`src/rtl/pipe_pkg.sv`:
```
`default_nettype none
// ============================================================================
// Module   : pipe_pkg
// Brief    : Shared types and constants for the generic pipeline stage register.
// Revision : 1.0 - initial release
// ============================================================================
package pipe_pkg;

    // ST_ prefix keeps the literals distinct from the SKID build parameter.
    typedef enum logic [1:0] {
        ST_EMPTY = 2'd0,
        ST_FULL  = 2'd1,
        ST_SKID  = 2'd2
    } pipe_state_e;

    localparam logic [1:0] c_occ_empty = 2'd0;
    localparam logic [1:0] c_occ_one   = 2'd1;
    localparam logic [1:0] c_occ_two   = 2'd2;

    localparam int c_ctrl_w_dec_ex = 10;
    localparam int c_ctrl_w_ex_mem = 8;
    localparam int c_ctrl_w_mem_wb = 4;

    localparam logic [c_ctrl_w_dec_ex-1:0] c_ctrl_clr_dec_ex = '0;
    localparam logic [c_ctrl_w_ex_mem-1:0] c_ctrl_clr_ex_mem = '0;
    localparam logic [c_ctrl_w_mem_wb-1:0] c_ctrl_clr_mem_wb = '0;

endpackage
`default_nettype wire

```
`src/rtl/pipe_stage_reg_if.sv`:
```
`default_nettype none
// ============================================================================
// Module   : pipe_stage_reg_if
// Brief    : Handshake, payload, flush and counter bundle of a pipeline stage.
// Revision : 1.0 - initial release
// ============================================================================
interface pipe_stage_reg_if #(
    parameter int CTRL_W = 10,
    parameter int DATA_W = 128,
    parameter int CNT_W  = 16
) ();

    logic              flush_i;
    logic              valid_i;
    logic              ready_o;
    logic [CTRL_W-1:0] ctrl_i;
    logic [DATA_W-1:0] data_i;
    logic              valid_o;
    logic              ready_i;
    logic [CTRL_W-1:0] ctrl_o;
    logic [DATA_W-1:0] data_o;
    logic [1:0]        occupancy_o;
    logic              clr_cnt_i;
    logic [CNT_W-1:0]  stall_cnt_o;
    logic [CNT_W-1:0]  flush_cnt_o;

    modport slave (
        input  flush_i, valid_i, ctrl_i, data_i, ready_i, clr_cnt_i,
        output ready_o, valid_o, ctrl_o, data_o, occupancy_o, stall_cnt_o, flush_cnt_o
    );

    modport master (
        output flush_i, valid_i, ctrl_i, data_i, ready_i, clr_cnt_i,
        input  ready_o, valid_o, ctrl_o, data_o, occupancy_o, stall_cnt_o, flush_cnt_o
    );

endinterface
`default_nettype wire

```
`src/rtl/pipe_slot.sv`:
```
`default_nettype none
// ============================================================================
// Module   : pipe_slot
// Brief    : One valid/ctrl/data pipeline entry with load, clear and hold.
// Revision : 1.0 - initial release
// ============================================================================
module pipe_slot #(
    parameter int                CTRL_W   = 10,
    parameter int                DATA_W   = 128,
    parameter logic [CTRL_W-1:0] CTRL_CLR = '0
) (
    input  wire logic              clk,
    input  wire logic              rst,
    input  wire logic              i_load,
    input  wire logic              i_clear,
    input  wire logic [CTRL_W-1:0] i_ctrl,
    input  wire logic [DATA_W-1:0] i_data,
    output logic                   o_valid,
    output logic      [CTRL_W-1:0] o_ctrl,
    output logic      [DATA_W-1:0] o_data
);

    logic              r_valid;
    logic [CTRL_W-1:0] r_ctrl;
    logic [DATA_W-1:0] r_data;

    // Clearing forces the bubble control value; data is left untouched.
    always_ff @(posedge clk) begin
        if (rst) begin
            r_valid <= 1'b0;
            r_ctrl  <= CTRL_CLR;
            r_data  <= '0;
        end else if (i_clear) begin
            r_valid <= 1'b0;
            r_ctrl  <= CTRL_CLR;
        end else if (i_load) begin
            r_valid <= 1'b1;
            r_ctrl  <= i_ctrl;
            r_data  <= i_data;
        end
    end

    assign o_valid = r_valid;
    assign o_ctrl  = r_ctrl;
    assign o_data  = r_data;

endmodule
`default_nettype wire

```
`src/rtl/pipe_stage_reg.sv`:
```
`default_nettype none
// ============================================================================
// Module   : pipe_stage_reg
// Brief    : Parametrised pipeline stage register, optional 2-entry skid buffer.
// Revision : 1.0 - initial release
// ============================================================================
module pipe_stage_reg
    import pipe_pkg::*;
#(
    parameter int                CTRL_W   = 10,
    parameter int                DATA_W   = 128,
    parameter int                SKID     = 1,
    parameter logic [CTRL_W-1:0] CTRL_CLR = '0,
    parameter int                CNT_W    = 16
) (
    input wire logic         clk_i,
    input wire logic         rst_i,
    pipe_stage_reg_if.slave  bus
);

    localparam logic [CNT_W-1:0] c_cnt_max = '1;

    logic              w_in_xfer;
    logic              w_out_xfer;
    logic              w_ready;
    logic              w_main_load;
    logic              w_main_clear;
    logic              w_main_valid;
    logic [CTRL_W-1:0] w_main_ld_ctrl;
    logic [DATA_W-1:0] w_main_ld_data;
    logic [CTRL_W-1:0] w_main_ctrl;
    logic [DATA_W-1:0] w_main_data;
    logic [1:0]        w_occ;
    logic [CNT_W-1:0]  r_stall_cnt;
    logic [CNT_W-1:0]  r_flush_cnt;

    assign w_in_xfer  = bus.valid_i & w_ready;
    assign w_out_xfer = w_main_valid & bus.ready_i;

    pipe_slot #(
        .CTRL_W   (CTRL_W),
        .DATA_W   (DATA_W),
        .CTRL_CLR (CTRL_CLR)
    ) u_main (
        .clk     (clk_i),
        .rst     (rst_i),
        .i_load  (w_main_load),
        .i_clear (w_main_clear),
        .i_ctrl  (w_main_ld_ctrl),
        .i_data  (w_main_ld_data),
        .o_valid (w_main_valid),
        .o_ctrl  (w_main_ctrl),
        .o_data  (w_main_data)
    );

    if (SKID != 0) begin : g_skid
        pipe_state_e       r_state;
        pipe_state_e       w_state_next;
        logic              w_skid_load;
        logic              w_skid_clear;
        logic              w_skid_valid;
        logic              w_from_skid;
        logic [CTRL_W-1:0] w_skid_ctrl;
        logic [DATA_W-1:0] w_skid_data;

        pipe_slot #(
            .CTRL_W   (CTRL_W),
            .DATA_W   (DATA_W),
            .CTRL_CLR (CTRL_CLR)
        ) u_skid (
            .clk     (clk_i),
            .rst     (rst_i),
            .i_load  (w_skid_load),
            .i_clear (w_skid_clear),
            .i_ctrl  (bus.ctrl_i),
            .i_data  (bus.data_i),
            .o_valid (w_skid_valid),
            .o_ctrl  (w_skid_ctrl),
            .o_data  (w_skid_data)
        );

        always_ff @(posedge clk_i) begin
            if (rst_i) begin
                r_state <= ST_EMPTY;
            end else begin
                r_state <= w_state_next;
            end
        end

        always_comb begin
            w_state_next = r_state;
            w_main_load  = 1'b0;
            w_main_clear = 1'b0;
            w_skid_load  = 1'b0;
            w_skid_clear = 1'b0;
            w_from_skid  = 1'b0;
            if (bus.flush_i) begin
                w_state_next = ST_EMPTY;
                w_main_clear = 1'b1;
                w_skid_clear = 1'b1;
            end else begin
                case (r_state)
                    ST_EMPTY: begin
                        if (w_in_xfer) begin
                            w_state_next = ST_FULL;
                            w_main_load  = 1'b1;
                        end
                    end
                    ST_FULL: begin
                        if (w_in_xfer && w_out_xfer) begin
                            w_main_load  = 1'b1;
                        end else if (w_in_xfer) begin
                            w_state_next = ST_SKID;
                            w_skid_load  = 1'b1;
                        end else if (w_out_xfer) begin
                            w_state_next = ST_EMPTY;
                            w_main_clear = 1'b1;
                        end
                    end
                    ST_SKID: begin
                        // Older skid entry moves up so ordering is preserved.
                        if (w_out_xfer) begin
                            w_state_next = ST_FULL;
                            w_main_load  = 1'b1;
                            w_from_skid  = 1'b1;
                            w_skid_clear = 1'b1;
                        end
                    end
                    default: begin
                        w_state_next = ST_EMPTY;
                        w_main_clear = 1'b1;
                        w_skid_clear = 1'b1;
                    end
                endcase
            end
        end

        assign w_ready        = (r_state != ST_SKID);
        assign w_main_ld_ctrl = w_from_skid ? w_skid_ctrl : bus.ctrl_i;
        assign w_main_ld_data = w_from_skid ? w_skid_data : bus.data_i;
        assign w_occ          = w_skid_valid ? c_occ_two :
                                (w_main_valid ? c_occ_one : c_occ_empty);
    end else begin : g_single
        assign w_ready        = bus.ready_i | ~w_main_valid;
        assign w_main_load    = ~bus.flush_i & w_in_xfer;
        assign w_main_clear   = bus.flush_i | (w_out_xfer & ~w_in_xfer);
        assign w_main_ld_ctrl = bus.ctrl_i;
        assign w_main_ld_data = bus.data_i;
        assign w_occ          = w_main_valid ? c_occ_one : c_occ_empty;
    end

    // Clear beats increment; both counters stick at all-ones.
    always_ff @(posedge clk_i) begin
        if (rst_i || bus.clr_cnt_i) begin
            r_stall_cnt <= '0;
            r_flush_cnt <= '0;
        end else begin
            if (w_main_valid && !bus.ready_i && (r_stall_cnt != c_cnt_max)) begin
                r_stall_cnt <= r_stall_cnt + CNT_W'(1);
            end
            if (bus.flush_i && (r_flush_cnt != c_cnt_max)) begin
                r_flush_cnt <= r_flush_cnt + CNT_W'(1);
            end
        end
    end

    assign bus.ready_o     = w_ready;
    assign bus.valid_o     = w_main_valid;
    assign bus.ctrl_o      = w_main_ctrl;
    assign bus.data_o      = w_main_data;
    assign bus.occupancy_o = w_occ;
    assign bus.stall_cnt_o = r_stall_cnt;
    assign bus.flush_cnt_o = r_flush_cnt;

endmodule
`default_nettype wire

```
`src/flat_wrapper.sv`:
```
// flat-port wrapper written by rule: the top's interface ports become plain ports
module pipe_stage_reg_flat import pipe_pkg::*;
#(
    parameter int                CTRL_W   = 10,
    parameter int                DATA_W   = 128,
    parameter int                SKID     = 1,
    parameter logic [CTRL_W-1:0] CTRL_CLR = '0,
    parameter int                CNT_W    = 16
)
  (clk_i, rst_i, bus_flush_i, bus_valid_i, bus_ctrl_i, bus_data_i, bus_ready_i, bus_clr_cnt_i, bus_ready_o, bus_valid_o, bus_ctrl_o, bus_data_o, bus_occupancy_o, bus_stall_cnt_o, bus_flush_cnt_o);
  pipe_stage_reg_if #(.CTRL_W(CTRL_W), .DATA_W(DATA_W), .CNT_W(CNT_W)) bus_i ();
  input wire logic clk_i;
  input wire logic rst_i;
  input wire logic [$bits(bus_i.flush_i)-1:0] bus_flush_i;
  input wire logic [$bits(bus_i.valid_i)-1:0] bus_valid_i;
  input wire logic [$bits(bus_i.ctrl_i)-1:0] bus_ctrl_i;
  input wire logic [$bits(bus_i.data_i)-1:0] bus_data_i;
  input wire logic [$bits(bus_i.ready_i)-1:0] bus_ready_i;
  input wire logic [$bits(bus_i.clr_cnt_i)-1:0] bus_clr_cnt_i;
  output wire logic [$bits(bus_i.ready_o)-1:0] bus_ready_o;
  output wire logic [$bits(bus_i.valid_o)-1:0] bus_valid_o;
  output wire logic [$bits(bus_i.ctrl_o)-1:0] bus_ctrl_o;
  output wire logic [$bits(bus_i.data_o)-1:0] bus_data_o;
  output wire logic [$bits(bus_i.occupancy_o)-1:0] bus_occupancy_o;
  output wire logic [$bits(bus_i.stall_cnt_o)-1:0] bus_stall_cnt_o;
  output wire logic [$bits(bus_i.flush_cnt_o)-1:0] bus_flush_cnt_o;
  assign bus_i.flush_i = bus_flush_i;
  assign bus_i.valid_i = bus_valid_i;
  assign bus_i.ctrl_i = bus_ctrl_i;
  assign bus_i.data_i = bus_data_i;
  assign bus_i.ready_i = bus_ready_i;
  assign bus_i.clr_cnt_i = bus_clr_cnt_i;
  assign bus_ready_o = bus_i.ready_o;
  assign bus_valid_o = bus_i.valid_o;
  assign bus_ctrl_o = bus_i.ctrl_o;
  assign bus_data_o = bus_i.data_o;
  assign bus_occupancy_o = bus_i.occupancy_o;
  assign bus_stall_cnt_o = bus_i.stall_cnt_o;
  assign bus_flush_cnt_o = bus_i.flush_cnt_o;
  pipe_stage_reg #(.CTRL_W(CTRL_W), .DATA_W(DATA_W), .SKID(SKID), .CTRL_CLR(CTRL_CLR), .CNT_W(CNT_W)) u_core (.clk_i(clk_i), .rst_i(rst_i), .bus(bus_i));
endmodule
```
`config.mk`:
```
export PLATFORM = sky130hd
export DESIGN_NAME = pipe_stage_reg_flat
export DESIGN_NICKNAME = d
export VERILOG_FILES = /design/src/rtl/pipe_pkg.sv /design/src/rtl/pipe_stage_reg_if.sv /design/src/rtl/pipe_slot.sv /design/src/rtl/pipe_stage_reg.sv /design/src/flat_wrapper.sv
export SDC_FILE = /design/constraint.sdc
export NUM_CORES = 1
export LEC_CHECK = 0
export ABC_AREA = 1
export CAP_MARGIN = 20
export CORE_MARGIN = 10
export CORE_UTILIZATION = 49
export DETAILED_ROUTE_END_ITERATION = 10
export PLACE_DENSITY = 0.8
export RECOVER_POWER = 50
export SLEW_MARGIN = 15
export SYNTH_ARGS = -nofsm -noshare
export SYNTH_HDL_FRONTEND = slang
export SYNTH_SLANG_ARGS = --single-unit
```
`constraint.sdc`:
```
create_clock -name clk_i -period 1.7 [get_ports clk_i]
set_input_delay 0.34 -clock clk_i [delete_from_list [all_inputs] [get_ports clk_i]]
set_output_delay 0.34 -clock clk_i [all_outputs]
set_load 0.01 [all_outputs]
```
### Word level (Yosys, flattened, before mapping)

Cells that the tools add are included.

* bits in registers: 312
* input port bits: 144
* output and inout port bits: 174
* word-level logic and storage cells: 65

* add/sub/neg operators: 2
* eq/ne operators: 9
* mux-type cells: 26
* bitwise operators: 4
* reduce and logical (&&, ||, !) cells: 15

Operators with widths (count)
* 128-bit 2-to-1 mux: 1
* 16-bit by 1-bit adder with 16-bit output, second input constant: 2
* 16-bit != test, second input constant: 2
* 1-bit 2-to-1 mux: 14
* 2-bit 2-to-1 mux: 6
* 10-bit 2-to-1 mux: 1
* 2-bit OR reduction: 5
* 2-bit one-hot mux with 3 select lines: 1
* 1-bit logical AND: 4
* 2-bit by 1-bit != test with 1-bit output, second input constant: 2
* 2-bit != test, second input constant: 2
* 1-bit one-hot mux with 2 select lines: 2
* 2-bit AND reduction: 2
* 4-bit AND reduction: 1
* 3-bit by 1-bit != test with 1-bit output, second input constant: 1
* 1-bit one-hot mux with 3 select lines: 1
* 1-bit AND: 2
* 2-bit by 1-bit == test with 1-bit output, second input constant: 1
* 2-bit == test, second input constant: 1
* 2-bit logical NOT: 1
* 1-bit NOT: 2
* 1-bit logical NOT: 1
* 1-bit logical OR: 1

### Longest topological paths before layout

* depth after elaboration: 8
* depth in mapped cells: 10
* mapped depth without buffers: 10

### Hierarchy

Synthesis repeated with hierarchy kept, for this count alone.

* cells, all modules: 2246
* area total of the unflattened synthesis: 15651.3 um2

Modules (own cells, without submodules)
* pipe_slot: instances 2, cells each 876, area an instance 5800.6 um2, sequential area each 2782.7 um2
* pipe_stage_reg: instances 1, cells each 494, area an instance 4050.1 um2, sequential area each 680.7 um2

### Worst setup path after synthesis

No wires, ideal clock.

* path kind: flip-flop to flip-flop
* start point: reg u_core.r_stall_cnt[0], in the netlist u_core.bus.stall_cnt_o[0]
* end point: reg u_core.r_stall_cnt[2], in the netlist u_core.bus.stall_cnt_o[2]
* setup time: 0.070 ns
* data arrival time: 1.483 ns
* required time: 1.630 ns
* setup slack: 0.147 ns
* cell stages (with the launch flop): 9
* buffers on the path: 1
* clock period less this slack: 1.553 ns
* path through: dfxtp_1 ha_1 inv_1 nor2_1 nand3_1 a21boi_1 buf_2 nand2_1 a21oi_1

* longest elaborated chain between the ends: 2
* elaborated cells on any way between the ends: 3
* those cells by class: 1 x add/sub; 1 x eq/ne; 1 x reduce/logical

RTL lines
* from (decl): line pipe_stage_reg.sv:34 `logic [CNT_W-1:0] r_stall_cnt;`
* from (signal assigned): line pipe_stage_reg.sv:159 `r_stall_cnt <= r_stall_cnt + CNT_W'(1);`
* parallel branches: the longest is 2 deep, another holds 16-bit by 1-bit adder with 16-bit output

Parallel ways; which one is timed is not known.
A chain may end at the register's enable or synchronous reset.

### Worst setup path in the final report

* start point: reg u_core.g_skid.r_state[0]
* end point: out bus_ready_o

* longest elaborated chain between the ends: 1

RTL lines
* from (decl): line pipe_stage_reg.sv:57 `pipe_state_e r_state;`
* from (signal assigned): line pipe_stage_reg.sv:86 `r_state <= w_state_next;`
* 2-bit != test: line pipe_stage_reg.sv:138 `assign w_ready = (r_state != ST_SKID);`
* to (decl): line flat_wrapper.sv:20 `output wire logic [$bits(bus_i.ready_o)-1:0] bus_ready_o;`

Every way passes these cells.

==> metrics.md <==
| Metric | Value |
|---|---|
| Outcome | `completed` |
| Total clock sinks | `312` |
| Number of H-tree levels | `2` |
| Chip Height | `180 um` |
| Class of the most critical setup path | `reg2out` |
| Transition at the pin with the smallest max-transition slack | `0.471 ns` |
| Endpoint type of the worst setup path | `output port` |
| Initial antenna violation count | `4` |
| Total nets after synthesis | `1,856` |
| Routed vias | `13,100` |
| Grt met2 use | `0.387` |
| Number of cells on the worst reg-to-reg path | `9` |
| Minimum clock period | `between 1.5 and 2 ns` |
| Total wire length after detailed routing | `40,800 um` |
| Synth top area cells | `dfxtp_1 50%, nand2_1 12%, nor2_1 9.7%, o21ai_0 7.7%, a31oi_1 6.4%` |
| Vias per std cell | `5.44` |
| Global routing's busiest layer | `met2` |
| Core Area | `around 25,000 um^2` |
| Fin. Hold Viols | `0` |
| Layout-stage area growth over the synthesis result | `42.4%` |
| Chip Width | `180 um` |
| Worst hold path type | `in2reg` |
| Critical register-to-register path endpoint | `u_core.bus.flush_cnt_o[1]` |
| Reg-to-reg startpoint | `u_core.bus.flush_cnt_o[1]` |
| Number of iterations in the first detailed-routing pass | `5` |
| Iter 0 DRT Violations | `1,235` |
| Leakage | `8.04 nW` |
| Synthesis warning total | `0` |
| Dominant register cell in the synthesized netlist | `dfxtp_1` |
| Vias in the first global route | `12,500` |
| Final worst path period share | `0.959` |
| Max Clock Skew | `between 0.01 and 0.015 ns` |
| Global-route wire length before repair | `65,000 um` |
| Critical path startpoint category | `flop` |
| Final estimated routing congestion in global placement | `0.859` |
| Bufs on Longest Clock Path | `3` |
| Quantity of I/O buffers inserted on ports | `317` |
| Overall global routing resource usage | `0.234` |
| Die area | `32,400 um^2` |
| Highest attainable clock frequency | `0.613 GHz` |
| Required time of the worst setup path | `around 1.4 ns` |
| Endpoint with the worst hold slack | `u_core.g_skid.u_skid.o_ctrl[7]` |
| Unrepaired setup endpoints after global routing | `no` |
| Master cell of the clock root buffer | `clkbuf_16` |
| Pwr Density | `1010 nW/um^2` |
| Final Setup Violations | `0` |
| Most numerous cell in the Yosys netlist | `nand2_1` |
| Met1 track demand over resource in global routing | `0.277` |
| Worst path setup slack after routing | `0.0689 ns` |
| Overall power after layout | `approximately 18 mW` |
| Worst Min Path Start | `bus_ctrl_i[7]` |
| Data arrival time of the critical path | `between 1 and 1.5 ns` |
| Fraction of the yosys area taken by sequential cells | `0.497` |
| Pin count of the biggest net entering global routing | `65` |
| Top cell types by occurrence after synthesis | `386 x nand2_1, 326 x nor2_1, 312 x dfxtp_1` |
| Gate Count Post-Synth | `1,710` |
| Slowest Stage Delay on Critical Path | `0.36 ns` |
| Asr flop ratio synth | `0` |
| Initial cell density of the core | `0.499` |
| Number of flops mapped to enable cells by yosys | `0` |
| Grt total ovfl | `0` |
| Maximum Capacitance Violations | `0` |
| Remaining max-slew budget at the tightest pin | `0.686` |
| Standard-cell row count | `between 50 and 60` |
| Biggest fanout along the worst timing path | `5` |
| Proportion of layout cells with a drive suffix above 1 | `0.0945` |
| Worst reg2reg setup slack | `about 0.13 ns` |
| CTS tree | `yes` |
| Antenna violation net count after detailed routing | `0` |
| # nets final | `about 2,200` |
| Buffers and inverters on the worst path | `2` |
| Final count of pins violating max slew | `0` |
| Routed length per placed instance | `17.0 um` |
| Critical path's top delay family | `flip-flops` |
| Met3 Usage GRT | `0.0629` |
| Most area-hungry cell type in the Yosys netlist | `dfxtp_1` |
| Post-synth design cell area | `12,600 um^2` |
| Area share of the largest cell type after synthesis | `0.497` |
| FF+latch count, synth | `312` |
| Cell type of the slowest stage on the worst timing path | `dfxtp_2` |
| Worst ir drop on vdd | `about 0.92 mV` |
| Hold path depth | `3` |
| Unique cell type count in the Yosys netlist | `27` |
| Series of cell instances along the critical path | `inv_1 -> nand2_1 -> clkdlybuf4s15_2` |
| Insertion delay to the later sink of the worst-skew pair | `0.50 ns` |
| DP Wirelength | `approximately 28,000 um` |
| Clock Pin Slew Worst Setup and Hold Paths | `0.06 ns` |
| Synthesized area per cell | `7.34 um^2` |
| Residual DRC count | `0` |
| Number of buffers inserted during clock tree synthesis | `35` |
| Post-Place Worst Slack | `-0.516 ns` |
| Num ports | `318` |
per-layer routing:
layer,up-vias,share of wire
li1,6349,-
met1,6114,0.40
met2,528,0.48
met3,102,0.077
met4,0,0.041
met5,-,0
area by class of cell:
type                    count  area (um^2)
fillers                  2054         7300
flip-flops and latches    312         6250
multi-input cells        1226         5550
repair buffers            430         4170
clock buffers              47         1040
well taps                 330          413
clock inverters            15          262
inverters                  44          178
diodes                      4         10.0
flip-flops by register name, indices dropped and copies added (netlist names):
signal                        count
u_core.bus.flush_cnt_o           16
u_core.bus.stall_cnt_o           16
u_core.g_skid.r_state             2
u_core.g_skid.u_skid.o_ctrl      10
u_core.g_skid.u_skid.o_data     128
u_core.g_skid.u_skid.o_valid      1
u_core.u_main.o_ctrl             10
u_core.u_main.o_data            128
u_core.u_main.o_valid             1
stage by stage:
step,instance area [um^2],setup TNS (ns),std cells,hold slack (ns),utilization
global placement,16700,-80.74,2338,0.460,0.662
floorplan,12600,0,1710,0.448,-
CTS,17800,0,2400,0.397,0.706
finish,17900,0,2408,0.418,0.710
detailed placement,16700,-87.91,2338,0.464,0.662
global route,17900,0,2408,0.439,0.710
kinds of logic after synthesis:
logic type                 synth area share
adders and majority gates           0.00199
DFF                                   0.497
and+or+nand+nor                       0.224
buffers and inverters                0.0653
xor gates and xnor gates            0.00837
AOI/OAI and AO/OA                     0.203
placed cells by master (no fill, tap or decap), types with 2 or more instances in the layout:
| master | netlist | layout |
|---|---|---|
| nand2_1 | 386 | 385 |
| nor2_1 | 326 | 322 |
| dfxtp_1 | 312 | 309 |
| o21ai_0 | 194 | 195 |
| dlygate4sd2_1 | 0 | 172 |
| clkdlybuf4s50_1 | 0 | 143 |
| a31oi_1 | 128 | 128 |
| o21ai_1 | 104 | 103 |
| buf_4 | 5 | 78 |
| a21oi_1 | 44 | 44 |
| inv_1 | 41 | 39 |
| clkbuf_16 | 0 | 38 |
| buf_12 | 0 | 25 |
| nand3_1 | 11 | 9 |
| xnor2_1 | 9 | 9 |
| clkbuf_8 | 0 | 8 |
| bufinv_16 | 0 | 7 |
| nand4_1 | 6 | 6 |
| diode_2 | 0 | 4 |
| clkinv_2 | 0 | 4 |
| buf_6 | 11 | 4 |
| nor3_1 | 5 | 3 |
| xor2_1 | 3 | 3 |
| nor2_2 | 1 | 3 |
| clkinvlp_4 | 0 | 3 |
| clkbuf_2 | 0 | 3 |
| nand3_2 | 0 | 2 |
| inv_2 | 3 | 2 |
| nor3_2 | 0 | 2 |
| nor2_4 | 0 | 2 |
| inv_6 | 0 | 2 |
| ha_1 | 2 | 2 |
| clkbuf_1 | 53 | 2 |
| dfxtp_2 | 0 | 2 |
how the worst max path moves through the flow:
stage	to	cells past startpoint	startpoint	slack [ns]
6_report	bus_ready_o	3	u_core.g_skid.r_state[0]	0.07
5_1_grt	u_core.bus.flush_cnt_o[3]	10	u_core.bus.flush_cnt_o[1]	0.01
4_1_cts	bus_occupancy_o[0]	4	u_core.u_main.o_valid	0.02
3_5_place_dp	u_core.bus.stall_cnt_o[13]	6	bus_ready_i	-0.52
3_3_place_gp	u_core.bus.stall_cnt_o[15]	6	bus_ready_i	-0.46
2_1_floorplan	u_core.bus.stall_cnt_o[2]	8	u_core.bus.stall_cnt_o[0]	0.15
worst reg2reg max path: stages (launching register included):
cell and delay, ns:
dfxtp_1 0.40, ha_1 0.22, inv_1 0.05, nor2_1 0.15, nand3_2 0.14, nand2_1 0.08, nand2_1 0.06, buf_4 0.18
o21ai_0 0.14, nor2_1 0.05
power by group:
| part | switching (mW) | internal [mW] |
|---|---|---|
| clock | 3.01 | 5.37 |
| combinational | 0.953 | 0.931 |
| sequential | 0.185 | 7.65 |
timing repair:
item	in CTS	in global routing
hold buffers	0	0
gates cloned	0	2
pin swaps	0	1
resized for setup	186	16
endpoints found under the setup margin	187	48
setup buffers	0	2
(Power assumes the default switching activity.)
